===== src/rtl/paso_pkg.sv =====
// Shared definitions for the word-to-byte serializer datapath.
// Provides word/byte geometry, the default idle byte, the byte-index
// type, and a helper that picks one byte of a word (MSB byte first).
package paso_pkg;

  localparam int unsigned BYTES_PER_WORD = 4;
  localparam int unsigned BYTE_W         = 8;
  localparam int unsigned WORD_W         = 32;

  localparam logic [BYTE_W-1:0] PASO_IDLE_BYTE_DEFAULT = 8'hBC;

  typedef logic [1:0] byte_idx_t;

  localparam byte_idx_t LAST_BYTE_IDX = byte_idx_t'(BYTES_PER_WORD - 1);

  // Byte idx of a word, index 0 being the most significant byte.
  function automatic logic [BYTE_W-1:0] word_byte(input logic [WORD_W-1:0] w,
                                                  input byte_idx_t         idx);
    logic [BYTE_W-1:0] b;
    b = w[7:0];
    case (idx)
      2'd0:    b = w[31:24];
      2'd1:    b = w[23:16];
      2'd2:    b = w[15:8];
      default: b = w[7:0];
    endcase
    return b;
  endfunction

endpackage


===== src/rtl/paso_word_hold.sv =====
// One-entry word holding register with a full flag.
// Ports:
//   clk_i, rst_ni : clock, asynchronous active-low reset
//   wr_en_i       : store data_i and mark full
//   take_i        : entry consumed this cycle, clear full
//   data_i        : word to store
//   data_o        : stored word
//   full_o        : entry holds a valid word
module paso_word_hold
  import paso_pkg::*;
(
  input  logic              clk_i,
  input  logic              rst_ni,
  input  logic              wr_en_i,
  input  logic              take_i,
  input  logic [WORD_W-1:0] data_i,
  output logic [WORD_W-1:0] data_o,
  output logic              full_o
);

  logic [WORD_W-1:0] data_q, data_d;
  logic              full_q, full_d;

  // A write wins over a take; the parent never issues both together.
  always_comb begin
    data_d = data_q;
    full_d = full_q;
    if (take_i) full_d = 1'b0;
    if (wr_en_i) begin
      data_d = data_i;
      full_d = 1'b1;
    end
  end

  always_ff @(posedge clk_i or negedge rst_ni) begin
    if (!rst_ni) begin
      data_q <= '0;
      full_q <= 1'b0;
    end else begin
      data_q <= data_d;
      full_q <= full_d;
    end
  end

  assign data_o = data_q;
  assign full_o = full_q;

endmodule


===== src/rtl/paso32bto8b.sv =====
// Word-to-byte serializer: 32-bit words in on valid/ready, four bytes out
// MSB first with a per-byte valid. A shifter plus one holding register
// sustain one word every four cycles without output gaps.
// Optional macro PASO32BTO8B_IDLE_EN: drive IDLE_BYTE on data_out while
// valid_out is low (including reset); otherwise data_out holds the last byte.
// Ports:
//   clk_4f    : byte-rate clock
//   reset     : asynchronous active-low reset
//   data_in   : word to serialize
//   valid_in  : data_in valid
//   in_ready  : holding register empty, word taken when valid_in is high
//   data_out  : serialized byte (registered)
//   valid_out : data_out carries a valid byte (registered)
module paso32bto8b
  import paso_pkg::*;
#(
  parameter logic [BYTE_W-1:0] IDLE_BYTE = PASO_IDLE_BYTE_DEFAULT
) (
  input  logic              clk_4f,
  input  logic              reset,
  input  logic [WORD_W-1:0] data_in,
  input  logic              valid_in,
  output logic              in_ready,
  output logic [BYTE_W-1:0] data_out,
  output logic              valid_out
);

`ifdef PASO32BTO8B_IDLE_EN
  localparam bit IDLE_EN = 1'b1;
`else
  localparam bit IDLE_EN = 1'b0;
`endif

  localparam logic [BYTE_W-1:0] RESET_BYTE = IDLE_EN ? IDLE_BYTE : '0;

  logic [WORD_W-1:0] shift_reg_q, shift_reg_d;
  logic              shift_valid_q, shift_valid_d;
  byte_idx_t         byte_cnt_q, byte_cnt_d;
  logic [BYTE_W-1:0] data_out_q, data_out_d;
  logic              valid_out_q, valid_out_d;

  logic              hold_wr, hold_take, hold_full;
  logic [WORD_W-1:0] hold_data;
  logic              accept, last_byte;

  // Ready depends only on registered state and the reset pin.
  assign in_ready  = reset && !hold_full;
  assign accept    = valid_in && in_ready;
  assign last_byte = shift_valid_q && (byte_cnt_q == LAST_BYTE_IDX);

  paso_word_hold u_hold (
    .clk_i   (clk_4f),
    .rst_ni  (reset),
    .wr_en_i (hold_wr),
    .take_i  (hold_take),
    .data_i  (data_in),
    .data_o  (hold_data),
    .full_o  (hold_full)
  );

  // Shifter, byte counter and output byte selection.
  always_comb begin
    shift_reg_d   = shift_reg_q;
    shift_valid_d = shift_valid_q;
    byte_cnt_d    = byte_cnt_q;
    hold_wr       = 1'b0;
    hold_take     = 1'b0;
    valid_out_d   = shift_valid_q;
    data_out_d    = IDLE_EN ? IDLE_BYTE : data_out_q;

    if (shift_valid_q) begin
      data_out_d = word_byte(shift_reg_q, byte_cnt_q);
      byte_cnt_d = byte_cnt_q + 2'd1;
    end

    // Held word moves in on the last byte; ready was low, so no accept now.
    if (last_byte) begin
      if (hold_full) begin
        shift_reg_d = hold_data;
        hold_take   = 1'b1;
      end else if (!accept) begin
        shift_valid_d = 1'b0;
      end
    end

    // Empty or draining shifter takes the word directly, bypassing the hold.
    if (accept) begin
      if (!shift_valid_q || last_byte) begin
        shift_reg_d   = data_in;
        shift_valid_d = 1'b1;
        byte_cnt_d    = '0;
      end else begin
        hold_wr = 1'b1;
      end
    end
  end

  always_ff @(posedge clk_4f or negedge reset) begin
    if (!reset) begin
      shift_reg_q   <= '0;
      shift_valid_q <= 1'b0;
      byte_cnt_q    <= '0;
      data_out_q    <= RESET_BYTE;
      valid_out_q   <= 1'b0;
    end else begin
      shift_reg_q   <= shift_reg_d;
      shift_valid_q <= shift_valid_d;
      byte_cnt_q    <= byte_cnt_d;
      data_out_q    <= data_out_d;
      valid_out_q   <= valid_out_d;
    end
  end

  assign data_out  = data_out_q;
  assign valid_out = valid_out_q;

endmodule

===== config.mk =====
export PLATFORM = sky130hd
export DESIGN_NAME = paso32bto8b
export DESIGN_NICKNAME = d
export VERILOG_FILES = /design/src/rtl/paso_pkg.sv /design/src/rtl/paso_word_hold.sv /design/src/rtl/paso32bto8b.sv
export SDC_FILE = /design/constraint.sdc
export NUM_CORES = 1
export LEC_CHECK = 0
export BUFFER_PORTS_ARGS = -buffer_cell sky130_fd_sc_hd__buf_2
export CORE_MARGIN = 2
export CORE_UTILIZATION = 30
export DETAILED_ROUTE_END_ITERATION = 6
export HOLD_SLACK_MARGIN = 0.1
export PLACE_DENSITY = 0.58
export SYNTH_ARGS = -nofsm -noshare
export SYNTH_HDL_FRONTEND = slang
export SYNTH_SLANG_ARGS = --single-unit

===== constraint.sdc =====
create_clock -name clk_4f -period 1.9 [get_ports clk_4f]
set_input_delay 0.19 -clock clk_4f [delete_from_list [all_inputs] [get_ports clk_4f]]
set_output_delay 0.19 -clock clk_4f [all_outputs]
set_load 0.05 [all_outputs]

After elaboration in Yosys (flattened, before gate mapping)
Index checks and enable logic that the tools add are counted.
{"block": "op_classes", "n_addsub": 1, "eq_ne": 3, "muxes": 19, "reduce_logical": 8}
{"op": "two-way mux 32 bit", "count": 4}
{"op": "case mux 8 bit (3 select lines)", "count": 1}
{"op": "two-way mux 1 bit", "count": 11}
{"op": "two-way mux 2 bit", "count": 3}
{"op": "== test 2 bit (second input constant)", "count": 2}
{"op": "logical AND 1 bit", "count": 3}
{"op": "adder 2 x 1 -> 2 bit (second input constant)", "count": 1}
{"op": "== test 2 x 1 -> 1 bit (second input constant)", "count": 1}
{"op": "logical NOT 1 bit", "count": 2}
{"op": "logical NOT 2 bit", "count": 1}
{"op": "nonzero test 2 bit", "count": 1}
{"op": "logical OR 1 bit", "count": 1}
{"block": "word_totals", "regBits": 77, "in_bits": 35, "output_inout_bits": 10, "wordCells": 38}

Longest topological paths before layout
Gate-level depths: netlist of the first run.
{"block": "depth", "depth_word": 8, "mapped_depth": 6, "ltp_nobuf": 5}

Cells and area by module
A second synthesis of the first run with hierarchy kept.
{"block": "unflattened", "hier_cells": 251, "area_unflattened_um2": 3778.6}
{"mod": "paso32bto8b", "instances": 1, "cells_each": 180, "area_per_inst_um2": 2401.1, "seq_area_each_um2": 1101.1}
{"mod": "paso_word_hold", "instances": 1, "cells_each": 71, "area_per_inst_um2": 1377.6, "seq_area_each_um2": 825.8}

Least setup slack after synthesis of the first run
No wires, ideal clock.
{"block": "synth_path", "kind": "reg2reg", "start": "register u_hold.full_q, in the netlist u_hold.full_o", "end": "register shift_reg_q[10]", "setup_time_ns": 0.125, "arrival_time_ns": 1.655, "required_time_ns": 1.775, "slack_ns": 0.120, "path_stages_with_launch": 5, "n_path_buf": 1, "synth_period_minus_slack_ns": 1.780, "path_cell_list": "dfrtp_1 nor2b_2 nand3_1 buf_2 mux2_2"}
{"block": "synth_between", "elab_chain_len": 4, "word_cells_on_any_way": 7, "classes_between": "mux (4); reduce/logical (3)"}
{"item": "from (decl)", "line_no": "paso_word_hold.sv:22", "text": "logic full_q, full_d;"}
{"item": "from (signal assigned)", "line_no": "paso_word_hold.sv:41", "text": "full_q <= full_d;"}
{"item": "logical NOT 1 bit", "line_no": "paso32bto8b.sv:47", "text": "assign in_ready = reset && !hold_full;"}
{"item": "logical AND 1 bit", "line_no": "paso32bto8b.sv:47"}
{"item": "net in_ready", "line_no": "paso32bto8b.sv:23", "text": "output logic in_ready,"}
{"item": "logical AND 1 bit", "line_no": "paso32bto8b.sv:48", "text": "assign accept = valid_in && in_ready;"}
{"item": "two-way mux 32 bit", "line_no": "paso32bto8b.sv:87", "text": "if (accept) begin"}
{"item": "net shift_reg_d[10]", "line_no": "paso32bto8b.sv:36", "text": "logic [WORD_W-1:0] shift_reg_q, shift_reg_d;"}
{"item": "to (signal assigned)", "line_no": "paso32bto8b.sv:106", "text": "shift_reg_q <= shift_reg_d;"}
{"item": "to (decl)", "line_no": "paso32bto8b.sv:36"}
The timed path passes the listed nets, and every way through them passes these cells.
A chain may end at the register's enable or synchronous reset.

Final worst setup path of the first run
{"block": "layout_path", "start": "register byte_cnt_q[0]", "end": "register u_hold.data_q[3], in the netlist u_hold.data_o[3]"}
{"block": "layout_between", "elab_chain_len": 5}
{"item": "from (decl)", "line_no": "paso32bto8b.sv:38", "text": "byte_idx_t byte_cnt_q, byte_cnt_d;"}
{"item": "from (signal assigned)", "line_no": "paso32bto8b.sv:108", "text": "byte_cnt_q <= byte_cnt_d;"}
{"item": "== test 2 bit", "line_no": "paso32bto8b.sv:49", "text": "assign last_byte = shift_valid_q && (byte_cnt_q == LAST_BYTE_IDX);"}
{"item": "logical AND 1 bit", "line_no": "paso32bto8b.sv:49"}
{"item": "logical OR 1 bit", "line_no": "paso32bto8b.sv:88", "text": "if (!shift_valid_q || last_byte) begin"}
{"item": "two-way mux 1 bit", "line_no": "paso32bto8b.sv:88"}
{"item": "two-way mux 1 bit", "line_no": "paso32bto8b.sv:87"}
{"item": "to (signal assigned)", "line_no": "paso_word_hold.sv:40", "text": "data_q <= data_d;"}
{"item": "to (decl)", "line_no": "paso_word_hold.sv:21", "text": "logic [WORD_W-1:0] data_q, data_d;"}
Every way passes these cells.

==> results of run 1 <==
-- Yosys cell counts (all sizes together), types with 2 or more instances --
cell    count  area (um^2)
mux2       96         1080
dfrtp      77         1930
inv        11         41.3
buf         9         63.8
o21ai       9         45.0
a222oi      8         80.1
and2        8         50.1
o22ai       8         50.1
clkbuf      6         22.5
ha          4         50.1
a31oi       2         12.5
nand2       2         7.51
nand3       2         15.0
-- how the worst max path moves through the flow --
stage	endpoint	slack, ps	depth (start not counted)
5_1_grt	u_hold.data_o[4]$_DFFE_PN0P_	-30	5
6_report	u_hold.data_o[3]$_DFFE_PN0P_	40	5
3_5_place_dp	u_hold.data_o[17]$_DFFE_PN0P_	50	5
4_1_cts	shift_reg_q[6]$_DFF_PN0_	20	5
2_1_floorplan	shift_reg_q[10]$_DFF_PN0_	120	4
3_3_place_gp	shift_reg_q[29]$_DFF_PN0_	90	5
-- kinds of logic after synthesis --
family / after synthesis
XOR/XNOR: 1
multiplexers: 97
flip-flops: 77
buffers and inverters: 26
AND/OR/NAND/NOR: 16
AO/OA/AOI/OAI: 28
adder cells (fa/ha/maj): 4
-- through the flow --
stage / setup slack (ps) / power (mW) / cells / util / hold slack (ps)
final: 44.8 / 7.53 / 472 / 0.394 / 105
after global routing: -26.4 / 8.06 / 472 / 0.394 / 105
after CTS: 16.8 / 7.61 / 472 / 0.393 / 100
after detailed placement: 54.6 / 5.74 / 432 / 0.345 / 315
after global placement: 92.4 / 5.62 / 432 / 0.345 / 315
after floorplan: 120 / 4.93 / 249 / - / -106
-- layout by cell type (no fill, tap or decap), types with 2 or more instances in the layout --
master,count
sky130_fd_sc_hd__buf_4,7
sky130_fd_sc_hd__o21ai_0,9
sky130_fd_sc_hd__mux2_1,64
sky130_fd_sc_hd__o22ai_1,8
sky130_fd_sc_hd__inv_1,11
sky130_fd_sc_hd__a31oi_1,2
sky130_fd_sc_hd__mux2_2,32
sky130_fd_sc_hd__bufinv_16,2
sky130_fd_sc_hd__clkinv_2,3
sky130_fd_sc_hd__nand2_1,2
sky130_fd_sc_hd__dfrtp_1,77
sky130_fd_sc_hd__and2_1,8
sky130_fd_sc_hd__clkbuf_1,2
sky130_fd_sc_hd__buf_12,3
sky130_fd_sc_hd__a222oi_1,8
sky130_fd_sc_hd__buf_2,43
sky130_fd_sc_hd__dlygate4sd3_1,24
sky130_fd_sc_hd__buf_6,2
sky130_fd_sc_hd__ha_1,3
sky130_fd_sc_hd__clkbuf_16,9
-- per-layer routing --
| metal | vias to the layer above | GRT usage | share of wire |
|---|---|---|---|
| li1 | 1054 | - | - |
| met1 | 1131 | 0.170 | 0.45 |
| met2 | 55 | 0.217 | 0.49 |
| met3 | 4 | 0.0416 | 0.049 |
| met4 | 0 | 0.0390 | 0.0067 |
| met5 | - | 0 | 0 |
-- cell type report --
| class | instances | area (um^2) |
|---|---|---|
| multi-input combinational | 146 | 1460 |
| tap | 143 | 179 |
| timing repair buffer | 79 | 591 |
| clock inverter | 5 | 75.1 |
| inverter | 11 | 41.3 |
| sequential | 77 | 1930 |
| clock buffer | 11 | 233 |
| fill | 1087 | 6920 |
-- repair_timing --
| item | in CTS | in global routing |
|---|---|---|
| setup endpoints to repair | 0 | 42 |
| endpoints found under the hold margin | 111 | 0 |
| gates resized for setup | 0 | 4 |
| hold buffers | 24 | 0 |
-- power groups by stage --
| stage | sequential, mW | clock [mW] | combinational (mW) |
|---|---|---|---|
| finish | 2.93 | 1.78 | 2.83 |
| global route | 3.04 | 1.90 | 3.11 |
| CTS | 2.93 | 1.84 | 2.84 |
| detailed placement | 2.96 | 0 | 2.78 |
| global placement | 2.92 | 0 | 2.70 |
| floorplan | 3.10 | 0 | 1.83 |
-- sequential cells by signal, summed over array words and instances, names as in the netlist --
| signal | flops |
|---|---|
| u_hold.data_o | 32 |
| shift_reg_q | 32 |
| shift_valid_q | 1 |
| valid_out | 1 |
| u_hold.full_o | 1 |
| byte_cnt_q | 2 |
| data_out | 8 |
==> results.txt, run 1 <==
For this block, the routed nets add up to ~7600 um of wire. The largest individual stage delay along the critical path comes from the cell sky130_fd_sc_hd__dfrtp_1. The area of the core is 0.0114 mm^2.

The internal reg-to-reg setup slack came out at about 45 ps. The horizontal extent of the die is roughly 110 um. The number of sinks on the clock net is 77. Using the TritonRoute via totals, the vias-per-cell ratio works out to 4.75.

The arrival time reported for the critical path endpoint is approximately 2100 ps. In this run the deepest clock path goes through 2 buffers. The number of design rule violations left after detail routing came out at 0.

The total of flip-flops plus latches after synthesis is 77. The count of pins over their slew limit came to 0. Together, buffers and inverters on the worst path number 1. The worst IR drop on VDD came out at roughly 0.76 mV. The final weighted congestion in routability-driven placement is slightly below 0.8. The share of total power consumed by net switching came out at 0.330. The most used flip-flop cell after synthesis is sky130_fd_sc_hd__dfrtp_1. The design internal power came out at 5.05 mW. The setup fix buffers added after clock tree synthesis is 0.

The design area is 0.00450 mm^2. The count of nets left with antenna violations once routing finished came out at 0. For the pin with the worst max-slew slack, the measured transition is 509 ps.

In this run, CTS created clock tree buffers numbering 9. The clock network power share is 0.236. 45 I/O pins were placed. Of the total power, combinational logic draws 0.375.

For this run, the number of Yosys warnings is 0. The area share of fa/ha/maj cells after synthesis is 0.0143. The synthesized design contains 0 enable-type register cells. The cell leakage power is 2.01 nW. The die height came out at roughly 110 um.

Setup repair after global routing could not meet its margin everywhere. The worst setup path is launched from a register. The maximum frequency from static timing analysis is 539 MHz. The net switching power figure came out at 2.49 mW. Relative to the synthesized area, the layout overhead comes to 28.6%. The number of antenna violations at the first check in global routing is 0. The final hold violation count was 0. The launch instance of the worst min-delay path is data_in[30]. The share of async-settable or async-resettable flops after synthesis came out at 1.00.

The parity-gate share of the synthesized area counting xor and xnor cells is 0.00250. The setup TNS came out at 0 ps. The category of the most critical setup path is reg -> reg. The final layout contains around 360 nets. The wire length of the first global-routing pass is 12,800 um.

The average wire length per cell after detail routing is 16.2 um. The critical path starts at byte_cnt_q[0]$_DFF_PN0_. The HPWL after detailed placement came out at between 5000 and 6000 um.

The areal power density over the cells is around 1700 mW/mm^2. Along the worst path, the maximum fanout reaches 14. STA puts the critical path data required time at approximately 2100 ps. Setup violations remaining at the end of the flow were counted as 0. The remaining global-route overflow came out at 0. The depth of the CTS H-tree is 3.

When the netlist entered floorplanning its net count stood at 288. The number of iterations in the first detailed-routing pass came out at 4. On the worst path, the slowest cell contributes a delay of 420 ps.

In this run the critical register-to-register path is captured at u_hold.data_o[3]$_DFFE_PN0P_. The number of design-rule violations left by the first detailed-router iteration came out at 100. The clock-pin slew of the registers on the worst-case setup and hold paths came out at 60 ps. The setup skew after layout is between 4 and 5 ps. By area, the combinational part of the netlist is dominated by multiplexers.

The largest net degree at the start of global routing is 40. The time the worst path needs with I/O delays and setup is 1860 ps. The cell area after placement came out at ~0.004 mm^2. The number of global-route vias before repair is 2,412. The worst hold path passes through 2 cells. The number of cells on the worst reg-to-reg path is 5. The startpoint identified for the worst register-to-register timing path is byte_cnt_q[0]$_DFF_PN0_. The later pin in the worst-skew pair is clocked with a latency of 330 ps. In the finished design, the share of the clock period the worst path needs comes to 0.976. The synthesized instance count is 249. The detailed-route via count is 2,244. The count of port buffers added during placement came out at 44. STA classifies the critical path endpoint as a register. The synthesized-area fraction occupied by and/or/nand/nor cells is 0.0289. The die footprint is 0.0125 mm^2. The sequential fraction of the synthesis area came out at 0.550.

In the final layout, the share of cells above drive strength 1 is 0.319. The tool flagged a number of max-cap violations equal to 0. Synthesis instantiated 23 different standard cells from the library. The path class of the tightest hold or removal check is in -> reg. The flow ran to the end, and the final reports show no timing, DRC or antenna violations. The portion of netlist area occupied by mux cells came out at 0.312.

The cell area after technology mapping is 0.00350 mm^2. The sequential fraction of design power came out at 0.389. The placement row count is 39. Broken down by cell family, the worst path's largest delay share belongs to simple AND/OR/NAND/NOR gates.

The starting utilization of the core area came out at 0.307. Each instance of the synthesized netlist takes up on average between 10 and 15 um^2. The root buffer cell is sky130_fd_sc_hd__clkbuf_16. The capture endpoint of the worst hold path is u_hold.data_o[30]$_DFFE_PN0P_. The combined global-route utilization of all metal layers came out at 0.132. The CTS tree is built. The count of antenna diodes in the layout is 0.

In this run the tightest slew margin relative to its limit is 0.661. The signal on the critical path passes through ha_1 > nand2b_1 > nor2_2 > buf_6 > mux2_1. The fraction of the mapped netlist area in compound gates came to 0.0558.
Note: power is estimated with default switching activity, not from simulation.
==> run 2, diff against run 1 <==
Settings changed: BUFFER_PORTS_ARGS -buffer_cell sky130_fd_sc_hd__buf_2 to not set, DONT_BUFFER_PORTS set to 1, PLACE_DENSITY 0.58 to 0.54.
==> results.txt, run 2 (same netlist as run 1, synthesis figures left out) <==
The run finished, with violations left. The final reports fail on negative hold slack. The starting utilization of the core area came out at 0.307 (unchanged). The horizontal extent of the die came out at 112 um (unchanged). The HPWL after detailed placement is 4860 um (-5.8%). The count of pins over their slew limit is 0 (unchanged). The number of global-route vias before repair was 2,291 (-5.0%). The combined global-route utilization of all metal layers came to 0.125 (-0.00693). The setup skew after layout came out at 4.72 ps (+0.501 ps). The library cells used most frequently in the layout, excluding fill and tap cells, are sky130_fd_sc_hd__dfrtp_1 (77), sky130_fd_sc_hd__mux2_1 (64), sky130_fd_sc_hd__dlygate4sd3_1 (34). The average via count per standard cell is 4.83 (+1.7%). The cell area after placement came out at 0.00374 mm^2 (-5.1%).

The detailed-route via count came out at 2,112 (-5.9%). STA classifies the critical path endpoint as a register. The maximum fanout along the worst path came to 8 (-6). The worst hold slack is -450 ps (-555 ps). The total power draw came out at 7.68 mW (+2.0%). The setup TNS is 0 ps (unchanged). The setup path with the least slack is of type reg -> reg. The count of antenna diodes in the layout is 0 (unchanged).

The maximum frequency from static timing analysis was 560 MHz (+3.9%). The root buffer cell is sky130_fd_sc_hd__clkbuf_16. The design area is 0.00446 mm^2 (-1.0%). The arrival time reported for the critical path endpoint came to 2000 ps (-70 ps). The internal reg-to-reg setup slack is 120 ps (+70 ps). The combined area of the multi-input logic cells was 0.00147 mm^2 (+1.0%).

The worst min-delay path class is in -> async. The final weighted congestion in routability-driven placement was 0.698 (-12%). The final hold violation count is 77 (+77). The final worst-path cycle share came out at 0.939 (-0.0370). Setup repair after global routing left no endpoint under its margin.

The synthesis-to-finish area growth came out at 27.3%. The element type at the critical path start is a register. The count of port buffers added during placement was 0 (-100%). The transition time of the tightest slew-check pin is 502 ps (-6.82 ps). The areal power density over the cells came to 1720 mW/mm^2 (+3.0%). The placement row count is 39 (unchanged). The count of final setup violators is 0 (unchanged). The setup fix buffers added after clock tree synthesis is 0 (unchanged).

The cell leakage power is 1.89 nW (-5.9%). TritonCTS built the clock tree. The cell with the largest stage delay on the worst path is sky130_fd_sc_hd__a222oi_1. The depth of the CTS H-tree came out at 3 (unchanged). The remaining global-route overflow came to 0 (unchanged). The number of sinks on the clock net came out at 77 (unchanged). The signal on the critical path passes through inv_1 > ha_1 > a222oi_1 > and2_1 > o22ai_1. The final-stage net count came out at 328 (-9.6%). The final routed wirelength across all metal layers is 7290 um (-4.6%). The dominant delay contributor by cell family on the critical path is compound AO/OA/AOI/OAI gates. The post-detailed-route count of antenna-violating nets is 0 (unchanged). The number of design rule violations left after detail routing is 0 (unchanged). The share of post-route cells with drive strength above 1 is 0.221 (-0.0981).

The largest net degree at the start of global routing is 80 (+100%). The max-cap check violation count is 0 (unchanged). The later-pin clock latency in the skew report is 340 ps (about the same). The area of the core is 0.0114 mm^2 (unchanged). The maximum cell stage delay along the critical path is 540 ps (+120 ps).

The die footprint is 0.0125 mm^2 (unchanged). The worst slew margin relative to its limit is 0.665 (+0.00455). The number of hold buffers added after CTS came to 34 (+42%). The wire length of the first global-routing pass is 12,100 um (-4.8%). The number of antenna violations at the first check in global routing came out at 0 (unchanged). The clock-pin slew of the registers on the worst-case setup and hold paths came to 60 ps (about the same).

The number of placed I/O pins is 45 (unchanged). The time the worst path needs with I/O delays and setup came out at 1780 ps (-70.3 ps). The worst IR drop on VDD came out at 1.26 mV (+65%).

The deepest clock path buffer count came to 2 (unchanged). The fill cell total of the finished layout came to 1,107 (+1.8%). The die height is 112 um (unchanged). The storage element area is 0.00193 mm^2 (unchanged). The number of iterations in the first detailed-routing pass came out at 4 (unchanged). The required arrival time at the worst endpoint is 2120 ps (about the same). The count of buffering cells on the critical path with inverters included is 1 (unchanged).

The number of design-rule violations left by the first detailed-router iteration came to 127 (+27%). The average wire length per cell after detail routing came out at 16.7 um (+3.0%). The most common library cell in the layout ignoring fill and taps is sky130_fd_sc_hd__dfrtp_1. The number of buffers created by CTS came out at 9 (unchanged).
run 2: per-layer routing:
metal	routed length, um	global-route usage	up-vias
met5	0	0	-
met4	87	0.0293	0
met3	439	0.0545	8
met2	3530	0.203	45
met1	3230	0.156	1076
li1	-	-	983
run 2: where the power goes:
part / switching (mW) / internal, mW
clock network: 0.658 / 1.36
logic: 1.06 / 1.39
registers: 0.746 / 2.48
run 2: metrics by stage:
| step | utilization | cells | setup slack [ps] |
|---|---|---|---|
| after floorplan | - | 249 | 120 |
| after global placement | 0.327 | 387 | 89.4 |
| after detailed placement | 0.327 | 387 | 82.7 |
| after CTS | 0.388 | 437 | 56.8 |
| after global routing | 0.390 | 437 | 25.5 |
| final | 0.390 | 437 | 115 |
run 2: repair_timing:
item / 4_1_cts / 5_1_grt
resized for setup: 0 / 5
endpoints found under the setup margin: 0 / 30
hold endpoints to repair: 144 / 77
run 2: area by class of cell:
| type | instances | share of cell area |
|---|---|---|
| flip-flops and latches | 77 | 0.432 |
| multi-input cells | 146 | 0.330 |
| repair buffers | 44 | 0.107 |
| clock buffers | 11 | 0.0567 |
| well taps | 143 | 0.0402 |
| clock inverters | 5 | 0.0239 |
| inverters | 11 | 0.00927 |
run 2: worst paths after layout:
path                                                 end  cells after the start                          start
min in group clk_4f             shift_reg_q[5]$_DFF_PN0_                      3                       valid_in
max reg2reg                      data_out[3]$_DFFE_PN0P_                      5        byte_cnt_q[0]$_DFF_PN0_
max                              data_out[3]$_DFFE_PN0P_                      5        byte_cnt_q[0]$_DFF_PN0_
min                                  valid_out$_DFF_PN0_                      0                          reset
min reg2reg                u_hold.data_o[14]$_DFFE_PN0P_                      1  u_hold.data_o[14]$_DFFE_PN0P_
max in group asynchronous  u_hold.data_o[19]$_DFFE_PN0P_                      0                          reset
